--- config.mk ---
export PLATFORM = sky130hd
export DESIGN_NAME = pipelined_datapath
export DESIGN_NICKNAME = d
export VERILOG_FILES = /design/src/rtl/datapath_pkg.sv /design/src/rtl/barrel_shifter.sv /design/src/rtl/pipelined_datapath.sv
export SDC_FILE = /design/constraint.sdc
export NUM_CORES = 1
export LEC_CHECK = 0
export BUFFER_PORTS_ARGS = -buffer_cell sky130_fd_sc_hd__buf_2
export CORE_MARGIN = 2
export CORE_UTILIZATION = 40
export CTS_CLUSTER_SIZE = 28
export DETAILED_ROUTE_END_ITERATION = 7
export PLACE_DENSITY = 0.59
export SLEW_MARGIN = 15
export SYNTH_ARGS = -nofsm -noshare
export SYNTH_HDL_FRONTEND = slang
export SYNTH_SLANG_ARGS = --single-unit
--- constraint.sdc ---
create_clock -name clk -period 4.9 [get_ports clk]
set_input_delay 0.49 -clock clk [delete_from_list [all_inputs] [get_ports clk]]
set_output_delay 0.49 -clock clk [all_outputs]
set_load 0.01 [all_outputs]
--- src/rtl/datapath_pkg.sv ---
// Shared encodings for the pipelined datapath: function-select and shift-select
// codes plus a helper that classifies arithmetic function codes.
package datapath_pkg;

   localparam logic [3:0] FS_A    = 4'b0000;
   localparam logic [3:0] FS_INC  = 4'b0001;
   localparam logic [3:0] FS_ADD  = 4'b0010;
   localparam logic [3:0] FS_ADDC = 4'b0011;
   localparam logic [3:0] FS_ADDN = 4'b0100;
   localparam logic [3:0] FS_SUB  = 4'b0101;
   localparam logic [3:0] FS_DEC  = 4'b0110;
   localparam logic [3:0] FS_A2   = 4'b0111;
   localparam logic [3:0] FS_AND  = 4'b1000;
   localparam logic [3:0] FS_OR   = 4'b1001;
   localparam logic [3:0] FS_XOR  = 4'b1010;
   localparam logic [3:0] FS_NOT  = 4'b1011;
   localparam logic [3:0] FS_B    = 4'b1100;

   localparam logic [2:0] SS_SRL  = 3'b000;
   localparam logic [2:0] SS_SLL  = 3'b001;
   localparam logic [2:0] SS_ROR  = 3'b010;
   localparam logic [2:0] SS_ROL  = 3'b011;
   localparam logic [2:0] SS_SRA  = 3'b100;

   function automatic logic fs_is_arith(input logic [3:0] fs);
      return (fs >= FS_INC) && (fs <= FS_DEC);
   endfunction

endpackage

--- src/rtl/barrel_shifter.sv ---
// Combinational shifter/rotator applied to the B operand; amount 0 and the
// unused select codes pass the operand through unchanged.
module barrel_shifter
   import datapath_pkg::*;
#(
   parameter int WIDTH = 16,
   localparam int SW = $clog2(WIDTH)
) (
   input  logic [WIDTH-1:0] i_data,
   input  logic [2:0]       i_ss,
   input  logic [SW-1:0]    i_sa,
   output logic [WIDTH-1:0] o_data
);

   // Rotates index modulo WIDTH by letting the SW-bit index wrap naturally.
   always_comb begin
      o_data = i_data;
      case (i_ss)
         SS_SRL: o_data = i_data >> i_sa;
         SS_SLL: o_data = i_data << i_sa;
         SS_ROR: for (int i = 0; i < WIDTH; i++) o_data[i] = i_data[SW'(i) + i_sa];
         SS_ROL: for (int i = 0; i < WIDTH; i++) o_data[i] = i_data[SW'(i) - i_sa];
         SS_SRA: o_data = $signed(i_data) >>> i_sa;
         default: o_data = i_data;
      endcase
   end

endmodule

--- src/rtl/pipelined_datapath.sv ---
// Two-stage register-file datapath: S1 reads/forwards operands and shifts B,
// S2 runs the function unit, selects BUSD, writes back and updates the flags.
module pipelined_datapath
   import datapath_pkg::*;
#(
   parameter int WIDTH   = 16,
   parameter int AW      = 4,
   parameter bit ZERO_R0 = 1'b0,
   localparam int SW     = $clog2(WIDTH)
) (
   input  logic             clk,
   input  logic             rst_n,
   input  logic             in_valid,
   input  logic [AW-1:0]    da,
   input  logic [AW-1:0]    aa,
   input  logic [AW-1:0]    ba,
   input  logic             mb,
   input  logic             md,
   input  logic             rw,
   input  logic [3:0]       fs,
   input  logic [2:0]       ss,
   input  logic [SW-1:0]    sa,
   input  logic [WIDTH-1:0] constant,
   input  logic [WIDTH-1:0] data,
   input  logic [AW-1:0]    dbg_addr,
   output logic [WIDTH-1:0] dbg_data,
   output logic             out_valid,
   output logic [WIDTH-1:0] result,
   output logic             V,
   output logic             C,
   output logic             N,
   output logic             Z
);

   localparam int NREG = 1 << AW;

   logic [WIDTH-1:0] r_regs [NREG];
   logic             r_s2_valid, r_s2_md, r_s2_rw;
   logic [AW-1:0]    r_s2_da;
   logic [3:0]       r_s2_fs;
   logic [WIDTH-1:0] r_s2_a, r_s2_b;
   logic             r_out_valid, r_v, r_c, r_n, r_z;
   logic [WIDTH-1:0] r_result;

   logic             w_hit_a, w_hit_b, w_wr_en, w_arith, w_cin;
   logic [WIDTH-1:0] w_rd_a, w_rd_b, w_a, w_b_reg, w_b_mux, w_b_sh;
   logic [WIDTH-1:0] w_y, w_fu, w_busd;
   logic [WIDTH:0]   w_sum;
   logic             w_c, w_v;

   // S1 operand read with S2 bypass; R0 is never bypassed when hard-wired to zero
   assign w_rd_a  = (ZERO_R0 && (aa == {AW{1'b0}})) ? {WIDTH{1'b0}} : r_regs[aa];
   assign w_rd_b  = (ZERO_R0 && (ba == {AW{1'b0}})) ? {WIDTH{1'b0}} : r_regs[ba];
   assign w_hit_a = r_s2_valid && r_s2_rw && (r_s2_da == aa) && !(ZERO_R0 && (aa == {AW{1'b0}}));
   assign w_hit_b = r_s2_valid && r_s2_rw && (r_s2_da == ba) && !(ZERO_R0 && (ba == {AW{1'b0}}));
   assign w_a     = w_hit_a ? w_busd : w_rd_a;
   assign w_b_reg = w_hit_b ? w_busd : w_rd_b;
   assign w_b_mux = mb ? constant : w_b_reg;

   barrel_shifter #(.WIDTH(WIDTH)) u_shifter (
      .i_data (w_b_mux),
      .i_ss   (ss),
      .i_sa   (sa),
      .o_data (w_b_sh)
   );

   // Second adder operand and carry-in for the arithmetic function codes
   always_comb begin
      w_y   = {WIDTH{1'b0}};
      w_cin = 1'b0;
      case (r_s2_fs)
         FS_INC:  w_cin = 1'b1;
         FS_ADD:  w_y = r_s2_b;
         FS_ADDC: begin w_y = r_s2_b;  w_cin = 1'b1; end
         FS_ADDN: w_y = ~r_s2_b;
         FS_SUB:  begin w_y = ~r_s2_b; w_cin = 1'b1; end
         FS_DEC:  w_y = {WIDTH{1'b1}};
         default: w_y = {WIDTH{1'b0}};
      endcase
   end

   assign w_arith = fs_is_arith(r_s2_fs);
   assign w_sum   = {1'b0, r_s2_a} + {1'b0, w_y} + {{WIDTH{1'b0}}, w_cin};
   assign w_c     = w_arith & w_sum[WIDTH];
   assign w_v     = w_arith & (r_s2_a[WIDTH-1] == w_y[WIDTH-1]) & (w_sum[WIDTH-1] != r_s2_a[WIDTH-1]);

   // Function unit output
   always_comb begin
      w_fu = {WIDTH{1'b0}};
      case (r_s2_fs)
         FS_A, FS_A2: w_fu = r_s2_a;
         FS_INC, FS_ADD, FS_ADDC, FS_ADDN, FS_SUB, FS_DEC: w_fu = w_sum[WIDTH-1:0];
         FS_AND:  w_fu = r_s2_a & r_s2_b;
         FS_OR:   w_fu = r_s2_a | r_s2_b;
         FS_XOR:  w_fu = r_s2_a ^ r_s2_b;
         FS_NOT:  w_fu = ~r_s2_a;
         FS_B:    w_fu = r_s2_b;
         default: w_fu = {WIDTH{1'b0}};
      endcase
   end

   assign w_busd  = r_s2_md ? data : w_fu;
   assign w_wr_en = r_s2_valid && r_s2_rw && !(ZERO_R0 && (r_s2_da == {AW{1'b0}}));

   // S1 -> S2 pipeline capture
   always_ff @(posedge clk or negedge rst_n) begin
      if (!rst_n) begin
         r_s2_valid <= 1'b0;
         r_s2_md    <= 1'b0;
         r_s2_rw    <= 1'b0;
         r_s2_da    <= {AW{1'b0}};
         r_s2_fs    <= 4'b0000;
         r_s2_a     <= {WIDTH{1'b0}};
         r_s2_b     <= {WIDTH{1'b0}};
      end else begin
         r_s2_valid <= in_valid;
         if (in_valid) begin
            r_s2_md <= md;
            r_s2_rw <= rw;
            r_s2_da <= da;
            r_s2_fs <= fs;
            r_s2_a  <= w_a;
            r_s2_b  <= w_b_sh;
         end
      end
   end

   // Retirement: result, status flags and the one-cycle valid pulse
   always_ff @(posedge clk or negedge rst_n) begin
      if (!rst_n) begin
         r_out_valid <= 1'b0;
         r_result    <= {WIDTH{1'b0}};
         r_v         <= 1'b0;
         r_c         <= 1'b0;
         r_n         <= 1'b0;
         r_z         <= 1'b0;
      end else begin
         r_out_valid <= r_s2_valid;
         if (r_s2_valid) begin
            r_result <= w_busd;
            r_v      <= w_v;
            r_c      <= w_c;
            r_n      <= w_fu[WIDTH-1];
            r_z      <= (w_fu == {WIDTH{1'b0}});
         end
      end
   end

   // Register file writeback
   always_ff @(posedge clk or negedge rst_n) begin
      if (!rst_n) begin
         for (int i = 0; i < NREG; i++) r_regs[i] <= {WIDTH{1'b0}};
      end else if (w_wr_en) begin
         r_regs[r_s2_da] <= w_busd;
      end
   end

   assign dbg_data  = (ZERO_R0 && (dbg_addr == {AW{1'b0}})) ? {WIDTH{1'b0}} : r_regs[dbg_addr];
   assign out_valid = r_out_valid;
   assign result    = r_result;
   assign V         = r_v;
   assign C         = r_c;
   assign N         = r_n;
   assign Z         = r_z;

endmodule

# Word-level counts from Yosys, hierarchy flattened
# Cells that the tools add are included.
[totals]
regBits = 320
word_cells = 233
[op_classes]
add_sub_neg = 33
magnitude_cmp = 39
n_eq_ne = 20
shifts = 3
mux = 84
n_bitwise = 12
reduce_logical = 13
[ops]
columns = ["cell", "n"]
rows = [
  ["256-bit bitwise mux", 1],
  ["16-bit binary-select mux with 4-bit select", 3],
  ["16-bit two-way mux", 11],
  ["4-bit by 5-bit less-than comparator with 1-bit output, second input constant", 32],
  ["1-bit binary-select mux with 4-bit select", 32],
  ["16-bit case mux with 7 select lines", 1],
  ["16-bit case mux with 5 select lines", 1],
  ["16-bit demux with 4-bit select", 1],
  ["16-bit case mux with 3 select lines", 1],
  ["1-bit two-way mux", 33],
  ["4-bit adder, first input constant", 8],
  ["16-bit inverter", 2],
  ["4-bit subtractor, first input constant", 8],
  ["4-bit == test, second input constant", 5],
  ["5-bit greater-or-equal comparator, second input constant", 4],
  ["4-bit inverter with 5-bit output", 4],
  ["16-bit by 16-bit adder with 17-bit output", 1],
  ["17-bit by 1-bit adder with 17-bit output", 1],
  ["3-bit by 4-bit adder with 4-bit output, first input constant", 4],
  ["16-bit AND", 1],
  ["4-bit by 3-bit == test with 1-bit output, second input constant", 4],
  ["16-bit zero test", 1],
  ["16-bit OR", 1],
  ["16-bit by 4-bit << shifter with 16-bit output", 1],
  ["26 further kinds", 43],
]

# Depth between registers and ports, before layout
# Gate-level depths: netlist of run 1.
[depth]
ltp_word = 12
ltp_mapped = 21

# Cells and area by module
# Synthesis of run 1 repeated with hierarchy kept, for this count alone.
[hier_totals]
hier_cells = 2213
hier_area_um2 = 24776.3
[modules_own_cells]
columns = ["module", "instances", "cells_each", "area_per_inst_um2", "seq_area_each_um2"]
rows = [
  ["pipelined_datapath", 1, 1735, 21057.7, 8007.7],
  ["barrel_shifter", 1, 478, 3718.6, 0.0],
]

# Worst setup path before layout of run 1
# Ideal clock, no wire load.
[synth_timing]
kind = "reg2reg"
from = "register r_s2_fs[2]"
to = "register r_s2_b[15]"
setup_ps = 126
arrival_ps = 4690
t_required_ps = 4774
setup_slack_ps = 84
path_stages_with_launch = 21
path_buffers = 6
synth_period_minus_slack_ps = 4816
path_cell_list = "dfrtp_1 -> buf_4 -> buf_6 -> buf_2 -> buf_1 -> clkbuf_1 -> mux2i_1 -> nor2_1 -> ha_1 -> a21o_1 -> a31oi_1 -> a2111oi_0 -> or4_1 -> mux2i_1 -> o32a_1 -> buf_2 -> mux2i_4 -> mux2i_2 -> mux2_2 -> and3_1 -> o32a_1"
[synth_via]
elab_chain_cells = 12
word_cells_on_any_way = 34
cone_classes = "add/sub (2); eq/ne (12); shift (3); mux (11); reduce/logical (6)"
[synth_rtl]
columns = ["item", "line", "text"]
rows = [
  ["from (decl)", "pipelined_datapath.sv:40", "logic [3:0] r_s2_fs;"],
  ["from (signal assigned)", "pipelined_datapath.sv:121", "r_s2_fs <= fs;"],
  ["4-bit by 3-bit == test with 1-bit output or 4-bit by 2-bit == test with 1-bit output (tied branches)", "pipelined_datapath.sv:71, pipelined_datapath.sv:90", ""],
  ["2-bit OR reduction (no line)", "--", ""],
  ["16-bit case mux with 3 select lines", "pipelined_datapath.sv:71", "case (r_s2_fs)"],
  ["16-bit by 16-bit adder with 17-bit output", "pipelined_datapath.sv:83", "assign w_sum = {1'b0, r_s2_a} + {1'b0, w_y} + {{WIDTH{1'b0}}, w_cin};"],
  ["17-bit by 1-bit adder with 17-bit output", "pipelined_datapath.sv:83", ""],
  ["16-bit case mux with 7 select lines *", "pipelined_datapath.sv:90", "case (r_s2_fs)"],
  ["16-bit two-way mux *", "pipelined_datapath.sv:102", "assign w_busd = r_s2_md ? data : w_fu;"],
  ["16-bit two-way mux *", "pipelined_datapath.sv:57", "assign w_b_reg = w_hit_b ? w_busd : w_rd_b;"],
  ["16-bit two-way mux *", "pipelined_datapath.sv:58", "assign w_b_mux = mb ? constant : w_b_reg;"],
  ["1-bit binary-select mux with 4-bit select (on tied branches)", "barrel_shifter.sv:22, barrel_shifter.sv:21", ""],
  ["1-bit two-way mux (on tied branches)", "barrel_shifter.sv:22, barrel_shifter.sv:21", ""],
  ["16-bit case mux with 5 select lines *", "barrel_shifter.sv:18", "case (i_ss)"],
  ["to (signal assigned)", "pipelined_datapath.sv:114", "r_s2_b <= {WIDTH{1'b0}};"],
  ["to (signal assigned)", "pipelined_datapath.sv:123", "r_s2_b <= w_b_sh;"],
  ["to (decl)", "pipelined_datapath.sv:41", "logic [WIDTH-1:0] r_s2_a, r_s2_b;"],
]
# Mark *: on every way between the ends. The rest lies on a longest branch, timed or not. The select of a mux whose other input is x is not followed.
# A chain may end at the register's enable or synchronous reset.

# Worst setup path after layout of run 1
[layout_timing]
from = "register r_s2_fs[2]"
to = "register r_s2_b[1]"
# Same word-level chain as after synthesis.

==> impl_metrics.csv, run 1 <==
group,metric,value,unit
timing,setup_viol,0,
route,totalWireLength,102000,um
clock_network,clkLatencyLatePin,0.58,ns
place,cell_count_after_placement,3396,
place,io_buffer_count,101,
route,drc_errors,0,
setup_path,timing.critical_path.arrival,5.13,ns
die,initial_standard_cell_utilization_of_the_core,40.6,%
layout,drive_gt1_share,25.7,%
global_route,largest_net_degree_at_the_start_of_global_routing,111,
clock_network,clock-sinks,320,
die,fp.dieW,255,um
die,placement_rows,91,
setup_path,critical_path_peak_fanout,32,
timing,relSlewSlack,33.8,%
logic_synthesis,synth.largest_area_cell,"sky130_fd_sc_hd__dfrtp_1",
place,routability_driven_placement_congestion_ratio,1.02,
logic_synthesis,synth_flop_cell,"sky130_fd_sc_hd__dfrtp_1",
global_route,globalRouteTotalUtil,31.9,%
place,dpl_worst_slack,-0.197,ns
timing,worst_clock_skew,0.0229,ns
setup_path,setup.worst_path.class,"reg2reg",
route,route.detailed.vias_per_inst,6.53,
route,route.vias.total,22711,
layout,layout-area-overhead-vs-synth,13.6,%
die,die_height,255,um
place,hpwl,72500,um
timing,layout_min_cycle_time,4.72,ns
logic_synthesis,synth-edff-count,0,
global_route,global_route.overflow_total,0,
logic_synthesis,synth.top_cell.area_share,31.9,%
logic_synthesis,syn-cell-area,25100,um^2
logic_synthesis,synth_fp_nets,2647,
route,antenna_left,0,
logic_synthesis,synth_cell_types,99,
timing,post-route-period-util,96.4,%
timing,max_freq,212,MHz
timing,setup_slack_of_the_critical_path_after_layout,0.177,ns
clock_network,tritoncts,"yes",
setup_path,worst_setup_path_end_kind,"flip-flop",
layout,num-nets-final,2730,
route,drt_iter0_drc,2457,
logic_synthesis,syn-mean-instance-area,9.93,um^2
clock_network,clock_buffers_created_by_tritoncts,38,
route,detail_route.wl_per_cell,29.5,um
die,die-area,64800,um^2
timing,timing.final.hold_violations,0,
global_route,grt_first_pass_wirelength,151000,um
flow_run,maxCapViolations,0,
clock_network,clkSlewWorstSetupHoldPaths,0.06,ns
die,ios,102,
clock_network,clk_path_buf_depth,3,
power,design_power_total,14.2,mW
power,static-leakage-power,11.8,nW
power,cellPowerDensity,497,nW/um^2
layout,layout_cells_excl_fill,3477,
clock_network,cts.root.buffer_cell,"sky130_fd_sc_hd__clkbuf_16",
die,fp.coreArea,61800,um^2
clock_network,cts-htree-levels,2,
setup_path,timing.critical_path.required,5.31,ns
power,vdd.ir_drop.worst,418,uV
global_route,antenna_found_initial,6,
setup_path,worstSetupStartpointType,"flip-flop",
hold_path,hold_path.class,"in2reg",
route,detailedRoute.firstPassIterationCount,8,
logic_synthesis,synth_seq_cells,320,
timing,drv_slew,0,
timing,worst_slew_pin_slew,0.990,ns
layout,postLayoutCoreUtil,46.1,%
timing,final.setup.tns,0,ns
logic_synthesis,ys_async_sr_fraction,100,%
logic_synthesis,netlist_instances,2527,
logic_synthesis,yosys_warnings,0,
status,status,"completed",
logic_synthesis,synth_area_leaders,"sky130_fd_sc_hd__dfrtp_1, sky130_fd_sc_hd__mux4_2, sky130_fd_sc_hd__o21ai_0, sky130_fd_sc_hd__nand2_1, sky130_fd_sc_hd__mux2i_1",
global_route,grt_pass1_vias,22359,
logic_synthesis,yosysSeqAreaShare,31.9,%
[metrics by stage]
stage               cell area (um^2)  hold slack, ns
floorplan                      25100           0.194
global placement               27000           0.490
detailed placement             27000           0.502
CTS                            28300           0.124
global route                   28500           0.144
finish                         28500           0.132
[Yosys cell counts (all sizes together) (9+ instances only)]
master	number
nand2	371
o21ai	324
dfrtp	320
mux4	244
clkbuf	155
nor2	117
mux2i	83
a21oi	82
buf	80
inv	64
ha	53
nor3	46
mux2	45
nand3	42
o211ai	27
a31oi	26
a22oi	25
o22ai	24
nand2b	23
o31ai	22
nand4	21
a211oi	20
xnor2	20
and2	19
nor4	16
and3	13
nor2b	13
a2111oi	12
or3	12
nand3b	11
or3b	11
o21a	10
or2	10
a21o	9
a221oi	9
a22o	9
nor3b	9
[worst max-delay path, cell delays in order, from the launching register on]
cell and delay (ns):
sky130_fd_sc_hd__dfrtp_2 0.46, sky130_fd_sc_hd__buf_12 0.21, sky130_fd_sc_hd__mux2i_1 0.09, sky130_fd_sc_hd__nor2_1 0.15, sky130_fd_sc_hd__fa_1 0.27, sky130_fd_sc_hd__inv_1 0.07, sky130_fd_sc_hd__fa_1 0.39, sky130_fd_sc_hd__nand2b_1 0.18
sky130_fd_sc_hd__a21oi_1 0.20, sky130_fd_sc_hd__buf_4 0.18, sky130_fd_sc_hd__o21a_1 0.12, sky130_fd_sc_hd__o211ai_1 0.27, sky130_fd_sc_hd__o21a_2 0.36, sky130_fd_sc_hd__and2_1 0.21, sky130_fd_sc_hd__or4_1 0.50, sky130_fd_sc_hd__o21ai_0 0.21
sky130_fd_sc_hd__a211oi_1 0.16, sky130_fd_sc_hd__buf_4 0.17, sky130_fd_sc_hd__a21oi_1 0.15, sky130_fd_sc_hd__a31oi_2 0.18
[sequential cells by signal, summed over array words and instances (netlist names)]
| name | cells |
|---|---|
| N | 1 |
| r_s2_rw | 1 |
| r_s2_b | 16 |
| Z | 1 |
| r_s2_a | 16 |
| r_s2_fs | 4 |
| V | 1 |
| out_valid | 1 |
| result | 16 |
| r_regs | 256 |
| r_s2_da | 4 |
| r_s2_md | 1 |
| C | 1 |
| r_s2_valid | 1 |
[worst paths after layout]
path / start / to / slack, ns / depth (start not counted)
max: r_s2_fs[2] / r_s2_b[1] / 0.18 / 19
min: fs[3] / r_s2_fs[3] / 0.13 / 3
max reg2reg: r_s2_fs[2] / r_s2_b[1] / 0.18 / 19
min reg2reg: V / V / 0.51 / 1
max in group asynchronous: rst_n / r_regs[156] / 3.27 / 3
min in group asynchronous: rst_n / r_s2_fs[2] / 0.49 / 2
[final cells by class]
| class | count | area, um^2 |
|---|---|---|
| diodes | 2 | 5.00 |
| clock buffers | 57 | 1130 |
| clock inverters | 11 | 201 |
| fillers | 5840 | 33300 |
| inverters | 66 | 248 |
| multi-input cells | 1906 | 15900 |
| flip-flops and latches | 320 | 8010 |
| well taps | 837 | 1050 |
| repair buffers | 278 | 1950 |
[power breakdown]
group	internal, mW	total, mW	switching (mW)
combinational	2.99	6.19	3.20
clock	1.82	3.05	1.23
sequential	3.75	4.92	1.17
[layer usage]
metal,GRT usage [%],share of wire (%),up-vias
met5,0,0.024,-
met4,16.2,5.7,4
met3,7.00,8.9,301
met2,50.6,46,1232
met1,41.2,39,11396
li1,-,-,9778
[cell families after synthesis]
group                      count (synthesis)  share of synthesized area (%)
AOI/OAI and AO/OA                        697                           17.7
xor gates and xnor gates                  28                          0.977
muxes                                    372                           27.5
DFF                                      320                           31.9
buffers and inverters                    301                           5.08
adders and majority gates                 55                           2.80
and+or+nand+nor                          754                           14.0
[cell usage in the layout, fill, tap and decap left out, types with 27 or more instances in the layout]
cell type                     n
sky130_fd_sc_hd__a21oi_1     77
sky130_fd_sc_hd__mux2_2      45
sky130_fd_sc_hd__nand2_1    371
sky130_fd_sc_hd__mux4_2     231
sky130_fd_sc_hd__buf_4      171
sky130_fd_sc_hd__o211ai_1    27
sky130_fd_sc_hd__nor2_1     115
sky130_fd_sc_hd__buf_2       97
sky130_fd_sc_hd__o21ai_0    316
sky130_fd_sc_hd__ha_1        53
sky130_fd_sc_hd__nor3_1      42
sky130_fd_sc_hd__inv_1       60
sky130_fd_sc_hd__mux2i_1     78
sky130_fd_sc_hd__nand3_1     42
sky130_fd_sc_hd__dfrtp_1    317
sky130_fd_sc_hd__clkbuf_16   38
[timing repair]
action	CTS	global route
endpoints found under the hold margin	84	0
setup endpoints to repair	1	14
gates resized for setup	2	19
cloned	0	0
buffers inserted	0	10
pin swaps	0	5
hold buffers	1	0
No activity file was read; power rests on OpenSTA's default activity.
==> inputs of run 2 (changes only) <==
--- a/config.mk
+++ b/config.mk
@@ -7,11 +7,14 @@
 export LEC_CHECK = 0
 export BUFFER_PORTS_ARGS = -buffer_cell sky130_fd_sc_hd__buf_2
+export CELL_PAD_IN_SITES_DETAIL_PLACEMENT = 1
+export CELL_PAD_IN_SITES_GLOBAL_PLACEMENT = 1
 export CORE_MARGIN = 2
 export CORE_UTILIZATION = 40
 export CTS_CLUSTER_SIZE = 28
 export DETAILED_ROUTE_END_ITERATION = 7
-export PLACE_DENSITY = 0.59
+export PLACE_DENSITY = 0.7
 export SLEW_MARGIN = 15
 export SYNTH_ARGS = -nofsm -noshare
 export SYNTH_HDL_FRONTEND = slang
+export SYNTH_HIERARCHICAL = 1
 export SYNTH_SLANG_ARGS = --single-unit
==> constraint.sdc (replaced) <==
create_clock -name clk -period 4.9 [get_ports clk]
set_input_delay 0.49 -clock clk [delete_from_list [all_inputs] [get_ports clk]]
set_output_delay 0.49 -clock clk [all_outputs]
set_load 0.02 [all_outputs]
==> run 2 against run 1 <==
The run now ends with negative setup slack left. Hold slack improved by 0.012 ns. Wire length fell by 2.6%. Synthesized area fell by 1.3%. Clock-buffer cell count did not move. Die area fell by 1.3%. Register-to-register slack got worse by 0.52 ns. Power rose by 12%. Critical path type unchanged. Largest cell class unchanged.
==> impl_metrics.csv, run 2 <==
group,metric,value,unit
setup_path,r2r_start,"r_s2_fs[2]",
status,status,"finished with violations",
layout,most_frequent_cells_in_the_layout,"sky130_fd_sc_hd__dfrtp_1, sky130_fd_sc_hd__buf_4, sky130_fd_sc_hd__mux4_2",
place,io_buffer_count,101,
logic_synthesis,synth_fp_nets,2335,
power,cellPowerDensity,527,nW/um^2
logic_synthesis,synth_flop_cell,"sky130_fd_sc_hd__dfrtp_1",
setup_path,timing.rr.end,"r_s2_b[10]",
hold_path,worstHoldPathCells,3,
global_route,antenna_found_initial,4,
hold_path,hold_path.class,"in2reg",
layout,postLayoutCoreUtil,49.0,%
route,route.vias.total,21437,
logic_synthesis,synth.largest_area_cell,"sky130_fd_sc_hd__dfrtp_1",
clock_network,clk_path_buf_depth,3,
route,detailedRoute.firstPassIterationCount,5,
layout,max_ffs_per_register,256,
timing,final.setup.tns,-4.36,ns
place,placed_area,27700,um^2
clock_network,cts-htree-levels,2,
route,totalWireLength,99800,um
layout,layout-area-overhead-vs-synth,21.6,%
logic_synthesis,synth_seq_cells,320,
setup_path,critical_path_peak_fanout,8,
die,fp.dieW,253,um
setup_path,worst-r2r-setup-slack,-0.35,ns
logic_synthesis,ys_async_sr_fraction,100,%
clock_network,tritoncts,"yes",
setup_path,setup.worst_path.class,"reg2reg",
logic_synthesis,syn-mean-instance-area,11.2,um^2
logic_synthesis,synth_cell_types,93,
layout,mostFrequentLayoutCell,"sky130_fd_sc_hd__dfrtp_1",
status,violations,"negative setup slack",
setup_path,crit_path_top_delay_cell,"sky130_fd_sc_hd__dfrtp_2",
setup_path,largest_stage_delay_on_the_critical_path,0.48,ns
global_route,global_route.overflow_total,0,
layout,largest_register,"r_regs",
layout,num-nets-final,2598,
place,hpwl,69200,um
timing,max_freq,191,MHz
layout,num-fill-cells,6499,
power,vdd.ir_drop.worst,270,uV
logic_synthesis,post-synth-top-count-cell,"sky130_fd_sc_hd__dfrtp_1",
clock_network,clock_buffers_created_by_tritoncts,38,
power,static-leakage-power,12.6,nW
global_route,globalRouteTotalUtil,31.1,%
die,ios,102,
clock_network,clkLatencyLatePin,0.58,ns
layout,layout_cells_excl_fill,3291,
global_route,largest_net_degree_at_the_start_of_global_routing,117,
clock_network,cts.root.buffer_cell,"sky130_fd_sc_hd__clkbuf_16",
route,drc_errors,0,
setup_path,timing.critical_path.required,5.31,ns
logic_synthesis,netlist_instances,2213,
setup_path,crit_buf_inv,0,
flow_run,maxCapViolations,0,
logic_synthesis,synth-edff-count,0,
timing,post-route-period-util,107,%
timing,drv_slew,0,
logic_synthesis,syn-cell-area,24800,um^2
die,die-area,63900,um^2
logic_synthesis,synth.cells.most_frequent,"sky130_fd_sc_hd__dfrtp_1, sky130_fd_sc_hd__mux4_2, sky130_fd_sc_hd__nand2_1, sky130_fd_sc_hd__mux2_2, sky130_fd_sc_hd__o21ai_0",
hold_path,hold_path.startpoint,"md",
place,routability_driven_placement_congestion_ratio,0.991,
global_route,grt_pass1_vias,22599,
timing,setup_viol,16,
route,antenna_left,0,
setup_path,path_delay_family,"simple AND/OR/NAND/NOR gates",
timing,worst_clock_skew,0.0218,ns
timing,rsz0062_at_grt,"yes",
setup_path,timing.critical_path.arrival,5.65,ns
logic_synthesis,synth.top_cell.area_share,32.3,%
route,detail_route.wl_per_cell,30.3,um
die,fp.coreArea,61500,um^2
setup_path,series_of_cell_instances_along_the_critical_path,"and3_4, or2_4, nor2_4, ha_4, a21oi_4, nor2b_4, o41a_1, or3_4, a311oi_4, a21o_1, o21ai_4, mux2_4, mux2_4, mux4_2, nand2_1, o311ai_1, nor4_2, a21oi_2, nand2_1, o21ai_0",
clock_network,clock-sinks,320,
hold_path,endpoint_with_the_worst_hold_slack,"r_s2_md",
setup_path,worst_setup_path_end_kind,"flip-flop",
logic_synthesis,yosys_warnings,6,
setup_path,worstSetupStartpointType,"flip-flop",
layout,post-route-cell-area,30100,um^2
timing,worst_slew_pin_slew,1.21,ns
clock_network,clkSlewWorstSetupHoldPaths,0.07,ns
route,route.detailed.vias_per_inst,6.51,
place,cell_count_after_placement,3192,
timing,timing.final.hold_violations,0,
global_route,grt_first_pass_wirelength,148000,um
timing,hold_slack,0.143,ns
die,placement_rows,91,
layout,drive_gt1_share,44.8,%
die,die_height,253,um
timing,relSlewSlack,19.2,%
logic_synthesis,yosysSeqAreaShare,32.3,%
setup_path,ff2ff_path_depth,20,
die,initial_standard_cell_utilization_of_the_core,40.3,%
route,drt_iter0_drc,1861,
logic_synthesis,synth_area_leaders,"sky130_fd_sc_hd__dfrtp_1, sky130_fd_sc_hd__mux4_2, sky130_fd_sc_hd__mux2_2, sky130_fd_sc_hd__nand2_1, sky130_fd_sc_hd__o21ai_0",
timing,layout_min_cycle_time,5.25,ns
timing,setup_slack_of_the_critical_path_after_layout,-0.347,ns
[run 2: changes by cell type in the layout (fill, tap and decap cells not counted), sizes merged, moves of 14 or more]
cell | previous run | this run
buf | 277 | 429
nand2 | 371 | 260
mux2 | 45 | 208
nand4 | 21 | 7
and2 | 19 | 5
nor2 | 117 | 131
o21ai | 324 | 207
o31ai | 22 | 7
a22oi | 25 | 4
mux4 | 244 | 279
nor3 | 46 | 24
a21oi | 82 | 62
nand3 | 42 | 28
[run 2: power by group]
part	internal (mW)	switching [mW]
clock network	1.63	1.23
logic	4.16	3.85
registers	3.77	1.24
total	9.56	6.32
[run 2: final cells by class]
cell class	instances	area, um^2	share of cell area (%)
diodes	1	2.50	0.00830
clock buffers	57	1110	3.69
clock inverters	7	106	0.353
inverters	57	214	0.710
multi-input cells	1629	16500	54.8
flip-flops and latches	320	8010	26.6
well taps	790	988	3.28
repair buffers	430	3170	10.5
[run 2: timing repair]
| action | 4_1_cts | 5_1_grt |
|---|---|---|
| resized for setup | 133 | 77 |
| endpoints found under the setup margin | 16 | 16 |
| endpoints found under the hold margin | 4 | 0 |
| cloned | 1 | 0 |
| setup buffers | 19 | 19 |
| hold buffers | 1 | 0 |
| pin swaps | 49 | 48 |
[run 2: worst reg2reg max path: stages, from the launching register on]
cell                       delay [ns]
sky130_fd_sc_hd__dfrtp_2         0.48
sky130_fd_sc_hd__and3_4          0.20
sky130_fd_sc_hd__or2_4           0.32
sky130_fd_sc_hd__nor2_4          0.15
sky130_fd_sc_hd__ha_4            0.23
sky130_fd_sc_hd__a21oi_4         0.21
sky130_fd_sc_hd__nor2b_4         0.10
sky130_fd_sc_hd__o41a_1          0.39
sky130_fd_sc_hd__or3_4           0.36
sky130_fd_sc_hd__a311oi_4        0.30
sky130_fd_sc_hd__a21o_1          0.18
sky130_fd_sc_hd__o21ai_4         0.11
sky130_fd_sc_hd__mux2_4          0.32
sky130_fd_sc_hd__mux2_4          0.28
sky130_fd_sc_hd__mux4_2          0.47
sky130_fd_sc_hd__nand2_1         0.09
sky130_fd_sc_hd__o311ai_1        0.15
sky130_fd_sc_hd__nor4_2          0.37
sky130_fd_sc_hd__a21oi_2         0.15
sky130_fd_sc_hd__nand2_1         0.09
sky130_fd_sc_hd__o21ai_0         0.11
[run 2: worst max-delay path by stage]
stage	startpoint	endpoint	slack [ns]	cells after the start
floorplan	r_s2_fs[1]	r_s2_b[14]	-0.18	26
global placement	r_s2_fs[2]	r_s2_b[10]	-0.66	25
detailed placement	r_s2_fs[2]	r_s2_b[10]	-0.79	25
CTS	r_s2_fs[2]	r_s2_b[5]	-0.30	23
global route	r_s2_fs[2]	r_s2_b[15]	-0.51	23
finish	r_s2_fs[2]	r_s2_b[10]	-0.35	20
[run 2: logic make-up after synthesis]
group                    share of synthesized area [%]
XOR/XNOR                                          1.03
AO/OA/AOI/OAI                                     10.9
multiplexers                                      38.2
flip-flops                                        32.3
AND/OR/NAND/NOR                                   9.95
adder cells (fa/ha/maj)                           2.94
buffers and inverters                             4.76
[run 2: layer usage]
layer	track usage, %	up-vias	routed length (um)
li1	-	8923	-
met4	15.5	6	5720
met1	40.0	11218	39200
met2	51.3	1000	47900
met5	0	-	41
met3	4.55	290	6890
[run 2: metrics by stage]
stage	setup slack (ns)	total power, mW
floorplan	-0.184	9.21
global placement	-0.663	11.7
detailed placement	-0.793	12.2
CTS	-0.296	15.6
global route	-0.507	16.6
finish	-0.347	15.9
